## src/rtl/rom_dl_router.sv

```systemverilog
// rom_dl_router: routes the download byte stream into NUM_REGIONS on-chip
// ROM regions through a two-stage pipeline and holds the game core in reset
// until the download has drained plus RELEASE_DLY cycles.
// Optional feature macro: ROM_DL_CHECKSUM_EN (16-bit sum of accepted bytes).
module rom_dl_router #(
  parameter int unsigned NUM_REGIONS = 14,
  parameter int unsigned ADDR_W      = 25,
  parameter int unsigned LOCAL_AW    = 14,
  parameter logic [NUM_REGIONS*ADDR_W-1:0] REGION_BASE = {
    25'h24A20, 25'h24A00, 25'h24900, 25'h24800, 25'h24000,
    25'h20000, 25'h1C000, 25'h18000, 25'h14000, 25'h10000,
    25'h0C000, 25'h08000, 25'h04000, 25'h00000},
  parameter logic [ADDR_W-1:0] TOTAL_SIZE = 25'h24A40,
  parameter int unsigned RELEASE_DLY = 16
) (
  input  logic                   CLK,
  input  logic                   RESET_N,
  input  logic                   DL_ACTIVE,
  input  logic                   DL_WR,
  input  logic [ADDR_W-1:0]      DL_ADDR,
  input  logic [7:0]             DL_DATA,
  output logic [NUM_REGIONS-1:0] WR_EN,
  output logic [LOCAL_AW-1:0]    WR_ADDR,
  output logic [7:0]             WR_DATA,
  output logic                   BUSY,
  output logic                   DONE,
  output logic                   ERR,
  output logic [ADDR_W-1:0]      BYTE_CNT,
  output logic [15:0]            CHECKSUM,
  output logic                   CORE_RESET
);

  // Region bases plus the end-of-map bound, so region i spans BOUNDS[i]..BOUNDS[i+1]
  localparam logic [(NUM_REGIONS+1)*ADDR_W-1:0] BOUNDS = {TOTAL_SIZE, REGION_BASE};
  localparam int unsigned CNT_W = $clog2(RELEASE_DLY + 1);
  localparam logic [CNT_W-1:0] HOLD_INIT = CNT_W'(RELEASE_DLY - 1);

  typedef enum logic [2:0] {S_IDLE, S_LOAD, S_DRAIN, S_HOLD, S_RUN} state_t;

  state_t              state;
  logic                drain_ph;
  logic [CNT_W-1:0]    hold_cnt;
  logic                s1_acc;
  logic [ADDR_W-1:0]   s1_addr;
  logic [7:0]          s1_data;
  logic [NUM_REGIONS-1:0] dec_hit;
  logic [ADDR_W-1:0]   dec_off;
  logic                dec_err;
  logic                load_start;

  assign load_start = DL_ACTIVE && (state == S_IDLE || state == S_HOLD || state == S_RUN);

  // Stage 1: capture the incoming byte and whether it was accepted
  always_ff @(posedge CLK or negedge RESET_N) begin
    if (!RESET_N) begin
      s1_acc  <= 1'b0;
      s1_addr <= '0;
      s1_data <= '0;
    end else begin
      s1_acc  <= DL_WR && (state == S_LOAD);
      s1_addr <= DL_ADDR;
      s1_data <= DL_DATA;
    end
  end

  // Region decode of the stage-1 address against the base table
  always_comb begin
    dec_hit = '0;
    dec_off = '0;
    for (int unsigned i = 0; i < NUM_REGIONS; i++) begin
      if (s1_addr >= BOUNDS[i*ADDR_W +: ADDR_W] && s1_addr < BOUNDS[(i+1)*ADDR_W +: ADDR_W]) begin
        dec_hit[i] = 1'b1;
        dec_off    = s1_addr - BOUNDS[i*ADDR_W +: ADDR_W];
      end
    end
    dec_err = (dec_hit == '0) || ((dec_off >> LOCAL_AW) != '0);
  end

  // Stage 2: registered write port, byte counter and sticky error flag
  always_ff @(posedge CLK or negedge RESET_N) begin
    if (!RESET_N) begin
      WR_EN    <= '0;
      WR_ADDR  <= '0;
      WR_DATA  <= '0;
      ERR      <= 1'b0;
      BYTE_CNT <= '0;
    end else begin
      WR_EN <= (s1_acc && !dec_err) ? dec_hit : '0;
      if (s1_acc) begin
        WR_ADDR <= dec_off[LOCAL_AW-1:0];
        WR_DATA <= s1_data;
      end
      if (load_start) begin
        ERR      <= 1'b0;
        BYTE_CNT <= '0;
      end else if (s1_acc) begin
        if (dec_err) ERR <= 1'b1;
        if (BYTE_CNT != '1) BYTE_CNT <= BYTE_CNT + ADDR_W'(1);
      end
    end
  end

`ifdef ROM_DL_CHECKSUM_EN
  // Wrap-around sum of every accepted byte, out-of-range bytes included
  always_ff @(posedge CLK or negedge RESET_N) begin
    if (!RESET_N) begin
      CHECKSUM <= '0;
    end else if (load_start) begin
      CHECKSUM <= '0;
    end else if (s1_acc) begin
      CHECKSUM <= CHECKSUM + {8'h00, s1_data};
    end
  end
`else
  assign CHECKSUM = '0;
`endif

  // Download sequencing and core reset release
  always_ff @(posedge CLK or negedge RESET_N) begin
    if (!RESET_N) begin
      state      <= S_IDLE;
      drain_ph   <= 1'b0;
      hold_cnt   <= '0;
      BUSY       <= 1'b0;
      DONE       <= 1'b0;
      CORE_RESET <= 1'b1;
    end else begin
      DONE <= 1'b0;
      case (state)
        S_IDLE, S_RUN: begin
          if (DL_ACTIVE) begin
            state      <= S_LOAD;
            BUSY       <= 1'b1;
            CORE_RESET <= 1'b1;
          end
        end
        S_LOAD: begin
          if (!DL_ACTIVE) begin
            state    <= S_DRAIN;
            drain_ph <= 1'b0;
          end
        end
        S_DRAIN: begin
          if (drain_ph) begin
            state    <= S_HOLD;
            hold_cnt <= HOLD_INIT;
          end else begin
            drain_ph <= 1'b1;
          end
        end
        S_HOLD: begin
          if (DL_ACTIVE) begin
            state <= S_LOAD;
          end else if (hold_cnt == '0) begin
            state      <= S_RUN;
            DONE       <= 1'b1;
            CORE_RESET <= 1'b0;
            BUSY       <= 1'b0;
          end else begin
            hold_cnt <= hold_cnt - CNT_W'(1);
          end
        end
        default: state <= S_IDLE;
      endcase
    end
  end

endmodule

```

## config.mk

```make
export PLATFORM = sky130hd
export DESIGN_NAME = rom_dl_router
export DESIGN_NICKNAME = d
export VERILOG_FILES = /design/src/rtl/rom_dl_router.sv
export SDC_FILE = /design/constraint.sdc
export NUM_CORES = 1
export LEC_CHECK = 0
export CAP_MARGIN = 20
export CORE_MARGIN = 2
export CORE_UTILIZATION = 50
export CTS_CLUSTER_DIAMETER = 200
export DETAILED_ROUTE_END_ITERATION = 7
export HOLD_SLACK_MARGIN = 0.06
export PLACE_DENSITY = 0.75
export SLEW_MARGIN = 40
export SYNTH_ARGS = -nofsm -noshare
export SYNTH_HDL_FRONTEND = slang
export SYNTH_SLANG_ARGS = --single-unit
export TNS_END_PERCENT = 30
```

## constraint.sdc

```tcl
create_clock -name CLK -period 4.88 [get_ports CLK]
set_clock_uncertainty 0.1 [all_clocks]
set_input_delay 0.976 -clock CLK [delete_from_list [all_inputs] [get_ports CLK]]
set_output_delay 0.976 -clock CLK [all_outputs]
set_load 0.03 [all_outputs]
```

==> results of run 1 <==
-- through the flow --
step                hold WS (ns)  instance area [um2]   util  power (W)
floorplan                  0.354                 7850      -    0.00163
global placement           0.356                 8960  0.589    0.00191
detailed placement         0.362                 8960  0.590    0.00193
CTS                        0.378                 9270  0.609    0.00267
global route               0.394                 9270  0.610    0.00280
finish                     0.379                 9270  0.610    0.00266
-- area by class of cell --
class | instances | area [um2]
fill | 1328 | 5930
clock inverter | 6 | 72.6
timing repair buffer | 138 | 1290
inverter | 31 | 116
tap | 188 | 235
multi-input combinational | 684 | 4620
clock buffer | 10 | 229
sequential | 108 | 2700
-- worst paths after layout --
path / end / depth (start not counted) / slack (ns)
worst max-delay path: WR_EN[0]$_DFF_PN0_ / 13 / 0.33
worst min-delay path: WR_DATA[7]$_DFFE_PN0P_ / 1 / 0.38
worst max register to register: WR_EN[0]$_DFF_PN0_ / 13 / 0.33
min in group asynchronous: s1_addr[22]$_DFF_PN0_ / 1 / 0.49
max in group asynchronous: WR_EN[5]$_DFF_PN0_ / 2 / 3.44
worst min register to register: WR_DATA[7]$_DFFE_PN0P_ / 1 / 0.38
-- critical path, stage by stage (launching register included) --
cell and delay (ns):
sky130_fd_sc_hd__dfrtp_1 0.39, sky130_fd_sc_hd__inv_2 0.30, sky130_fd_sc_hd__ha_1 0.45, sky130_fd_sc_hd__or3b_2 0.52, sky130_fd_sc_hd__nor2_1 0.44, sky130_fd_sc_hd__o21bai_2 0.31
sky130_fd_sc_hd__and2_1 0.40, sky130_fd_sc_hd__o211ai_1 0.17, sky130_fd_sc_hd__a2111oi_0 0.49, sky130_fd_sc_hd__a21oi_1 0.13, sky130_fd_sc_hd__o2111ai_1 0.20, sky130_fd_sc_hd__and2_1 0.15
sky130_fd_sc_hd__buf_4 0.23, sky130_fd_sc_hd__nor4_1 0.09
-- routing by layer --
layer / wire length (um) / vias up / GRT usage / share of wire
li1: - / 3341 / - / -
met3: 1910 / 75 / 0.0590 / 0.079
met2: 11000 / 396 / 0.453 / 0.45
met4: 851 / 0 / 0.123 / 0.035
met1: 10400 / 3522 / 0.421 / 0.43
met5: 0 / - / 0 / 0
-- state kept, by name, summed over array words and instances, names as in the netlist --
name,count
BYTE_CNT,25
s1_addr,25
WR_ADDR,14
WR_EN,14
WR_DATA,8
s1_data,8
hold_cnt,5
state,3
BUSY,1
CORE_RESET,1
DONE,1
ERR,1
drain_ph,1
s1_acc,1
-- cells by family (layout without fill, tap and decap cells) --
group / after synthesis / after routing / share of synthesized area
xor gates and xnor gates: 62 / 62 / 0.0697
adders and majority gates: 31 / 31 / 0.0498
buffers and inverters: 95 / 185 / 0.0681
and+or+nand+nor: 339 / 339 / 0.249
muxes: 13 / 13 / 0.0183
DFF: 108 / 108 / 0.347
AOI/OAI and AO/OA: 223 / 223 / 0.198
other: 1 / 16 / 0.000481
-- report_power, final --
group	internal (W)	switching [W]
logic	0.000325	0.000481
clock network	0.000404	0.000340
registers	0.00100	0.000106
total	0.00173	0.000927
-- cells in the final DEF (no fill, tap or decap), types with 12 or more instances in the layout --
cell type,netlist,routed
sky130_fd_sc_hd__xnor2_1,38,38
sky130_fd_sc_hd__ha_1,31,31
sky130_fd_sc_hd__nand4_1,18,18
sky130_fd_sc_hd__dfrtp_1,107,107
sky130_fd_sc_hd__nor2_1,85,85
sky130_fd_sc_hd__o21ai_0,44,44
sky130_fd_sc_hd__a211oi_1,12,12
sky130_fd_sc_hd__nor3_1,19,18
sky130_fd_sc_hd__conb_1,1,16
sky130_fd_sc_hd__o211ai_1,15,15
sky130_fd_sc_hd__nor4_2,13,14
sky130_fd_sc_hd__buf_4,17,37
sky130_fd_sc_hd__and2_1,12,12
sky130_fd_sc_hd__xor2_1,24,24
sky130_fd_sc_hd__nand2_1,70,70
sky130_fd_sc_hd__clkdlybuf4s50_1,0,100
sky130_fd_sc_hd__nand3_1,22,22
sky130_fd_sc_hd__a21oi_1,52,52
sky130_fd_sc_hd__inv_1,28,28
==> run_summary.xml, run 1 <==
<?xml version="1.0" encoding="UTF-8"?>
<metrics>
  <group name="run_status">
    <metric name="run_status" unit="">finished, final reports clean</metric>
  </group>
  <group name="job">
    <metric name="maxCapViolCount" unit="">0</metric>
  </group>
  <group name="route">
    <metric name="num_vias" unit="">7334</metric>
    <metric name="post_drt_wl_per_cell" unit="um">20.7</metric>
    <metric name="route.detailed.vias_per_inst" unit="">6.30</metric>
    <metric name="dr.first_iter.drc_count" unit="">913</metric>
    <metric name="postRouteWirelength" unit="um">24200</metric>
    <metric name="detail_route.drc_violations" unit="">0</metric>
    <metric name="antenna_violating_nets_post_route" unit="">0</metric>
    <metric name="drt_first_pass_iters" unit="">5</metric>
  </group>
  <group name="timing">
    <metric name="setup_viol" unit="">0</metric>
    <metric name="slew_viol_final" unit="">0</metric>
    <metric name="post-route-min-period" unit="ns">4.55</metric>
    <metric name="setup_total_negative_slack" unit="ns">0</metric>
    <metric name="setup_repair_after_global_routing_missed_its_margin" unit="">no</metric>
    <metric name="max_slew_margin" unit="">0.432</metric>
    <metric name="final.period_utilization" unit="">0.933</metric>
    <metric name="clock.fmax" unit="GHz">0.220</metric>
    <metric name="worstMarginPinSlew" unit="ns">0.853</metric>
    <metric name="postLayoutSetupSlackWorst" unit="ns">0.329</metric>
    <metric name="finalHoldViolations" unit="">0</metric>
  </group>
  <group name="grt">
    <metric name="antenna_found_initial" unit="">0</metric>
    <metric name="vias_in_the_first_global_route" unit="">7040</metric>
    <metric name="grt_use_total" unit="">0.299</metric>
    <metric name="maximum_number_of_pins_on_one_net_before_global_route_repair" unit="">66</metric>
    <metric name="grt_remaining_overflow" unit="">0</metric>
    <metric name="grt_first_pass_wirelength" unit="um">38700</metric>
  </group>
  <group name="synthesis">
    <metric name="synth_edf_count" unit="">0</metric>
    <metric name="synth_seq_area_share" unit="">0.347</metric>
    <metric name="synth_top_cells_by_area" unit="">sky130_fd_sc_hd__dfrtp_1 34%, sky130_fd_sc_hd__ha_1 5.0%, sky130_fd_sc_hd__xnor2_1 4.3%</metric>
    <metric name="synth.most_common_cell" unit="">sky130_fd_sc_hd__dfrtp_1</metric>
    <metric name="synth-warning-count" unit="">0</metric>
    <metric name="netlist.top_cell.by_area" unit="">sky130_fd_sc_hd__dfrtp_1</metric>
    <metric name="netlist_area" unit="um2">7790</metric>
    <metric name="yosysUniqueCellTypes" unit="">94</metric>
    <metric name="postSynth.topFlopCell" unit="">sky130_fd_sc_hd__dfrtp_1</metric>
    <metric name="synth.ff_latch_count" unit="">108</metric>
    <metric name="synthArstFlopShare" unit="">1.00</metric>
    <metric name="post_synth_top_area_share" unit="">0.344</metric>
    <metric name="synth_top_cells_by_count" unit="">107 x sky130_fd_sc_hd__dfrtp_1, 85 x sky130_fd_sc_hd__nor2_1, 70 x sky130_fd_sc_hd__nand2_1, 52 x sky130_fd_sc_hd__a21oi_1, 44 x sky130_fd_sc_hd__o21ai_0</metric>
    <metric name="postSynthCellCount" unit="">872</metric>
    <metric name="post_synth.cell_area_avg" unit="um2">8.93</metric>
  </group>
  <group name="cts">
    <metric name="cts_num_sinks" unit="">108</metric>
    <metric name="tritoncts" unit="">done</metric>
    <metric name="cts_buffers" unit="">9</metric>
    <metric name="cts-hold-fix-buffers" unit="">0</metric>
    <metric name="worst_setup_hold_path_clk_slew" unit="ns">0.07</metric>
    <metric name="cts-root-to-sink-buffers" unit="">2</metric>
    <metric name="cts_max_level" unit="">3</metric>
    <metric name="cts_repair_resize_count" unit="">0</metric>
    <metric name="worst_skew_pair.late_latency" unit="ns">0.36</metric>
    <metric name="cts.repair_timing.setup_buffer_count" unit="">0</metric>
    <metric name="cts-root-buf" unit="">sky130_fd_sc_hd__clkbuf_16</metric>
  </group>
  <group name="floorplanning">
    <metric name="floorplan.die.height" unit="um">129</metric>
    <metric name="rows" unit="">45</metric>
    <metric name="initial_utilization" unit="">0.512</metric>
    <metric name="dieArea" unit="um2">16600</metric>
    <metric name="core_region_area" unit="um2">15200</metric>
    <metric name="die_w" unit="um">129</metric>
    <metric name="num_io_pins" unit="">118</metric>
  </group>
  <group name="placement">
    <metric name="place.detailed.hpwl" unit="um">17900</metric>
    <metric name="buffer_ports.inserted" unit="">101</metric>
    <metric name="global_placement_routability_congestion" unit="">1.02</metric>
    <metric name="place_inst" unit="">1149</metric>
    <metric name="dpl_worst_slack" unit="ns">0.644</metric>
  </group>
  <group name="critical_path">
    <metric name="end_kind" unit="">register</metric>
    <metric name="crit_path_start_kind" unit="">register</metric>
    <metric name="worst-setup-path-type" unit="">reg -&gt; reg</metric>
    <metric name="required" unit="ns">4.98</metric>
    <metric name="cp.arrival" unit="ns">4.65</metric>
    <metric name="setup.worst_path.start" unit="">s1_addr[17]$_DFF_PN0_</metric>
    <metric name="critPathMaxFanout" unit="">14</metric>
    <metric name="reg2reg_from" unit="">s1_addr[17]$_DFF_PN0_</metric>
  </group>
  <group name="layout">
    <metric name="antennaDiodeCount" unit="">0</metric>
    <metric name="syn_to_final_growth" unit="%">19.0</metric>
    <metric name="final_layout_size_suffix_gt1_frac" unit="">0.120</metric>
    <metric name="finish.cell_count_without_fillers" unit="">1165</metric>
    <metric name="fin_nets" unit="">1040</metric>
  </group>
  <group name="hold_path">
    <metric name="startpoint_of_the_most_critical_hold_path" unit="">s1_data[7]$_DFF_PN0_</metric>
    <metric name="min-delay-path-class" unit="">reg -&gt; reg</metric>
  </group>
  <group name="power">
    <metric name="max-vdd-ir-drop" unit="mV">0.287</metric>
    <metric name="static-leakage-power" unit="nW">3.70</metric>
    <metric name="power.density" unit="nW/um2">287</metric>
  </group>
</metrics>
Power figures use the tool's default switching activity.
==> run 2, diff against run 1 <==
--- a/config.mk
+++ b/config.mk
@@ -5,6 +5,8 @@
 export SDC_FILE = /design/constraint.sdc
 export NUM_CORES = 1
 export LEC_CHECK = 0
+export ABC_AREA = 1
+export ABC_CLOCK_PERIOD_IN_PS = 4880
 export CAP_MARGIN = 20
 export CORE_MARGIN = 2
 export CORE_UTILIZATION = 50
@@ -12,6 +14,7 @@
 export DETAILED_ROUTE_END_ITERATION = 7
 export HOLD_SLACK_MARGIN = 0.06
 export PLACE_DENSITY = 0.75
+export SKIP_CTS_REPAIR_TIMING = 1
 export SLEW_MARGIN = 40
 export SYNTH_ARGS = -nofsm -noshare
 export SYNTH_HDL_FRONTEND = slang
==> run_summary.xml, run 2 <==
<?xml version="1.0" encoding="UTF-8"?>
<metrics>
  <group name="run_status">
    <metric name="run_status" unit="">finished, final reports clean</metric>
  </group>
  <group name="timing">
    <metric name="setup_total_negative_slack" unit="ns">0</metric>
    <metric name="setup_viol" unit="">0</metric>
    <metric name="setup_repair_after_global_routing_missed_its_margin" unit="">no</metric>
    <metric name="clock.fmax" unit="GHz">0.245</metric>
    <metric name="worstMarginPinSlew" unit="ns">0.726</metric>
    <metric name="hold-worst-slack" unit="ns">0.349</metric>
    <metric name="post-route-min-period" unit="ns">4.08</metric>
    <metric name="final.period_utilization" unit="">0.837</metric>
    <metric name="finalHoldViolations" unit="">0</metric>
    <metric name="max_slew_margin" unit="">0.512</metric>
    <metric name="slew_viol_final" unit="">0</metric>
  </group>
  <group name="layout">
    <metric name="syn_to_final_growth" unit="%">18.6</metric>
    <metric name="fin_nets" unit="">1291</metric>
    <metric name="stdcell_area" unit="um2">9390</metric>
    <metric name="mostFrequentLayoutCell" unit="">sky130_fd_sc_hd__nand2_1</metric>
    <metric name="filler_cell_count" unit="">1437</metric>
    <metric name="final_layout_size_suffix_gt1_frac" unit="">0.0700</metric>
    <metric name="largestRegisters" unit="">BYTE_CNT x25, s1_addr x25</metric>
    <metric name="antennaDiodeCount" unit="">0</metric>
    <metric name="most-common-layout-cells" unit="">269 x sky130_fd_sc_hd__nand2_1, 152 x sky130_fd_sc_hd__inv_1, 130 x sky130_fd_sc_hd__nor2_1</metric>
  </group>
  <group name="cts">
    <metric name="cts_max_level" unit="">3</metric>
    <metric name="cts_buffers" unit="">9</metric>
    <metric name="cts-root-buf" unit="">sky130_fd_sc_hd__clkbuf_16</metric>
    <metric name="worst_skew_pair.late_latency" unit="ns">0.36</metric>
    <metric name="cts_num_sinks" unit="">108</metric>
    <metric name="cts-root-to-sink-buffers" unit="">2</metric>
    <metric name="worst_setup_hold_path_clk_slew" unit="ns">0.08</metric>
    <metric name="tritoncts" unit="">done</metric>
  </group>
  <group name="synthesis">
    <metric name="post_synth.cell_area_avg" unit="um2">7.01</metric>
    <metric name="yosysUniqueCellTypes" unit="">53</metric>
    <metric name="netlist.top_cell.by_area" unit="">sky130_fd_sc_hd__dfrtp_1</metric>
    <metric name="postSynthCellCount" unit="">1129</metric>
    <metric name="synth_seq_area_share" unit="">0.342</metric>
    <metric name="synth.ff_latch_count" unit="">108</metric>
    <metric name="postSynth.topFlopCell" unit="">sky130_fd_sc_hd__dfrtp_1</metric>
    <metric name="synth-warning-count" unit="">0</metric>
    <metric name="synth_edf_count" unit="">0</metric>
    <metric name="synth_top_cells_by_count" unit="">269 x sky130_fd_sc_hd__nand2_1, 152 x sky130_fd_sc_hd__inv_1, 130 x sky130_fd_sc_hd__nor2_1, 107 x sky130_fd_sc_hd__dfrtp_1, 68 x sky130_fd_sc_hd__o21ai_0</metric>
    <metric name="post_synth_top_area_share" unit="">0.338</metric>
    <metric name="netlist_area" unit="um2">7920</metric>
    <metric name="synthArstFlopShare" unit="">1.00</metric>
    <metric name="synth_top_cells_by_area" unit="">sky130_fd_sc_hd__dfrtp_1 34%, sky130_fd_sc_hd__nand2_1 13%, sky130_fd_sc_hd__inv_1 7.2%</metric>
    <metric name="synth.most_common_cell" unit="">sky130_fd_sc_hd__nand2_1</metric>
  </group>
  <group name="critical_path">
    <metric name="cp.arrival" unit="ns">4.25</metric>
    <metric name="end_kind" unit="">register</metric>
    <metric name="crit_path_start_kind" unit="">register</metric>
    <metric name="critPathMaxFanout" unit="">14</metric>
    <metric name="worst-setup-path-type" unit="">reg -&gt; reg</metric>
    <metric name="worst-r2r-cell-count" unit="">26</metric>
    <metric name="timing.rr.end" unit="">WR_EN[0]$_DFF_PN0_</metric>
    <metric name="required" unit="ns">5.05</metric>
    <metric name="reg2reg_from" unit="">s1_addr[16]$_DFF_PN0_</metric>
    <metric name="ff2ff_setup_slack" unit="ns">0.80</metric>
  </group>
  <group name="job">
    <metric name="maxCapViolCount" unit="">0</metric>
  </group>
  <group name="power">
    <metric name="max-vdd-ir-drop" unit="mV">0.249</metric>
    <metric name="power.density" unit="nW/um2">303</metric>
    <metric name="static-leakage-power" unit="nW">4.37</metric>
  </group>
  <group name="route">
    <metric name="dr.first_iter.drc_count" unit="">691</metric>
    <metric name="num_vias" unit="">7693</metric>
    <metric name="antenna_violating_nets_post_route" unit="">0</metric>
    <metric name="post_drt_wl_per_cell" unit="um">16.2</metric>
    <metric name="drt_first_pass_iters" unit="">5</metric>
    <metric name="route.detailed.vias_per_inst" unit="">5.35</metric>
    <metric name="detail_route.drc_violations" unit="">0</metric>
    <metric name="postRouteWirelength" unit="um">23200</metric>
  </group>
  <group name="grt">
    <metric name="antenna_found_initial" unit="">0</metric>
    <metric name="vias_in_the_first_global_route" unit="">7270</metric>
    <metric name="grt_first_pass_wirelength" unit="um">37500</metric>
    <metric name="maximum_number_of_pins_on_one_net_before_global_route_repair" unit="">63</metric>
    <metric name="grt_remaining_overflow" unit="">0</metric>
    <metric name="grt_use_total" unit="">0.286</metric>
  </group>
  <group name="floorplanning">
    <metric name="initial_utilization" unit="">0.517</metric>
    <metric name="core_region_area" unit="um2">15300</metric>
    <metric name="num_io_pins" unit="">118</metric>
    <metric name="dieArea" unit="um2">16900</metric>
    <metric name="die_w" unit="um">130</metric>
    <metric name="floorplan.die.height" unit="um">130</metric>
    <metric name="rows" unit="">45</metric>
  </group>
  <group name="hold_path">
    <metric name="startpoint_of_the_most_critical_hold_path" unit="">s1_data[0]$_DFF_PN0_</metric>
    <metric name="min-delay-path-class" unit="">reg -&gt; reg</metric>
    <metric name="worstHoldPathCells" unit="">2</metric>
    <metric name="end_of_the_worst_hold_path" unit="">WR_DATA[0]$_DFFE_PN0P_</metric>
  </group>
  <group name="placement">
    <metric name="place.detailed.hpwl" unit="um">17900</metric>
    <metric name="global_placement_routability_congestion" unit="">1.04</metric>
    <metric name="buffer_ports.inserted" unit="">101</metric>
    <metric name="dpl-instance-area" unit="um2">9020</metric>
  </group>
</metrics>
==> run 2: cell types whose count changed in the layout (fill, tap and decap cells not counted), moves of 28 or more <==
cell	delta
sky130_fd_sc_hd__nand2_1	+199
sky130_fd_sc_hd__nand3_1	+41
sky130_fd_sc_hd__xnor2_1	-33
sky130_fd_sc_hd__buf_4	-28
sky130_fd_sc_hd__nor2_1	+45
sky130_fd_sc_hd__inv_1	+124
==> run 2: worst max path at each step <==
stage	to	slack [ns]	startpoint
2_1_floorplan	WR_EN[7]$_DFF_PN0_	1.75	s1_addr[16]$_DFF_PN0_
3_3_place_gp	WR_EN[0]$_DFF_PN0_	0.86	s1_addr[16]$_DFF_PN0_
3_5_place_dp	WR_EN[0]$_DFF_PN0_	0.89	s1_addr[16]$_DFF_PN0_
4_1_cts	WR_EN[0]$_DFF_PN0_	0.85	s1_addr[16]$_DFF_PN0_
5_1_grt	WR_EN[0]$_DFF_PN0_	0.40	s1_addr[16]$_DFF_PN0_
6_report	WR_EN[0]$_DFF_PN0_	0.80	s1_addr[16]$_DFF_PN0_
==> run 2: cells by family after synthesis <==
group           Yosys count  share of synthesized area
flops                   108                      0.342
xor+xnor                 56                     0.0620
simple gates            552                      0.307
other cells               1                   0.000474
fa+ha+maj                31                     0.0490
compound gates          168                      0.121
buf+inv                 213                      0.118
==> run 2: layer usage <==
metal / track usage / vias up / part of all wire / wire length, um
li1: - / 3744 / - / -
met1: 0.395 / 3561 / 0.43 / 10100
met2: 0.459 / 345 / 0.46 / 10700
met3: 0.0537 / 43 / 0.085 / 1980
met4: 0.0841 / 0 / 0.021 / 493
met5: 0 / - / 0 / 0
==> run 2: layout make-up <==
| type | instances | area (um2) | share of cell area |
|---|---|---|---|
| Clock buffer | 9 | 225 | 0.0240 |
| Clock inverter | 7 | 138 | 0.0147 |
| Inverter | 171 | 644 | 0.0686 |
| Multi-Input combinational cell | 823 | 4330 | 0.461 |
| Sequential cell | 108 | 2700 | 0.288 |
| Tap cell | 211 | 264 | 0.0281 |
| Timing Repair Buffer | 110 | 1080 | 0.115 |
==> run 2: worst max-delay path, cell delays in order (launching register included) <==
cell and delay, ns:
sky130_fd_sc_hd__dfrtp_1 0.33, sky130_fd_sc_hd__buf_4 0.22, sky130_fd_sc_hd__clkinv_1 0.48, sky130_fd_sc_hd__ha_1 0.44, sky130_fd_sc_hd__nand2_1 0.11, sky130_fd_sc_hd__inv_1 0.07, sky130_fd_sc_hd__nor2_1 0.29, sky130_fd_sc_hd__nor2_1 0.15
sky130_fd_sc_hd__nor2_4 0.19, sky130_fd_sc_hd__nand2_2 0.12, sky130_fd_sc_hd__nand3_1 0.09, sky130_fd_sc_hd__nand2_1 0.05, sky130_fd_sc_hd__nand3_1 0.08, sky130_fd_sc_hd__nand2_1 0.07, sky130_fd_sc_hd__nand2_1 0.06, sky130_fd_sc_hd__nand2_1 0.05
sky130_fd_sc_hd__nand2_1 0.05, sky130_fd_sc_hd__nand2_1 0.05, sky130_fd_sc_hd__nand3_1 0.08, sky130_fd_sc_hd__nand2_1 0.05, sky130_fd_sc_hd__nor2_1 0.09, sky130_fd_sc_hd__nor2_1 0.04, sky130_fd_sc_hd__nor2_1 0.09, sky130_fd_sc_hd__nand3_1 0.08
sky130_fd_sc_hd__nand2_2 0.10, sky130_fd_sc_hd__nand3_4 0.22, sky130_fd_sc_hd__nor3_1 0.22
==> run 2: per-stage QoR <==
stage           util  power (W)  worst slack [ns]  std cells
2_1_floorplan      -    0.00166              1.75       1144
5_1_grt        0.613    0.00301             0.397       1439
3_5_place_dp   0.589    0.00198             0.891       1423
6_report       0.613    0.00285             0.796       1439
3_3_place_gp   0.589    0.00197             0.859       1423
4_1_cts        0.613    0.00287             0.849       1439
==> run 2: power by group <==
group / internal (W) / switching [W]
combinational: 0.000306 / 0.000582
clock: 0.000516 / 0.000362
sequential: 0.00100 / 0.0000779
total: 0.00183 / 0.00102
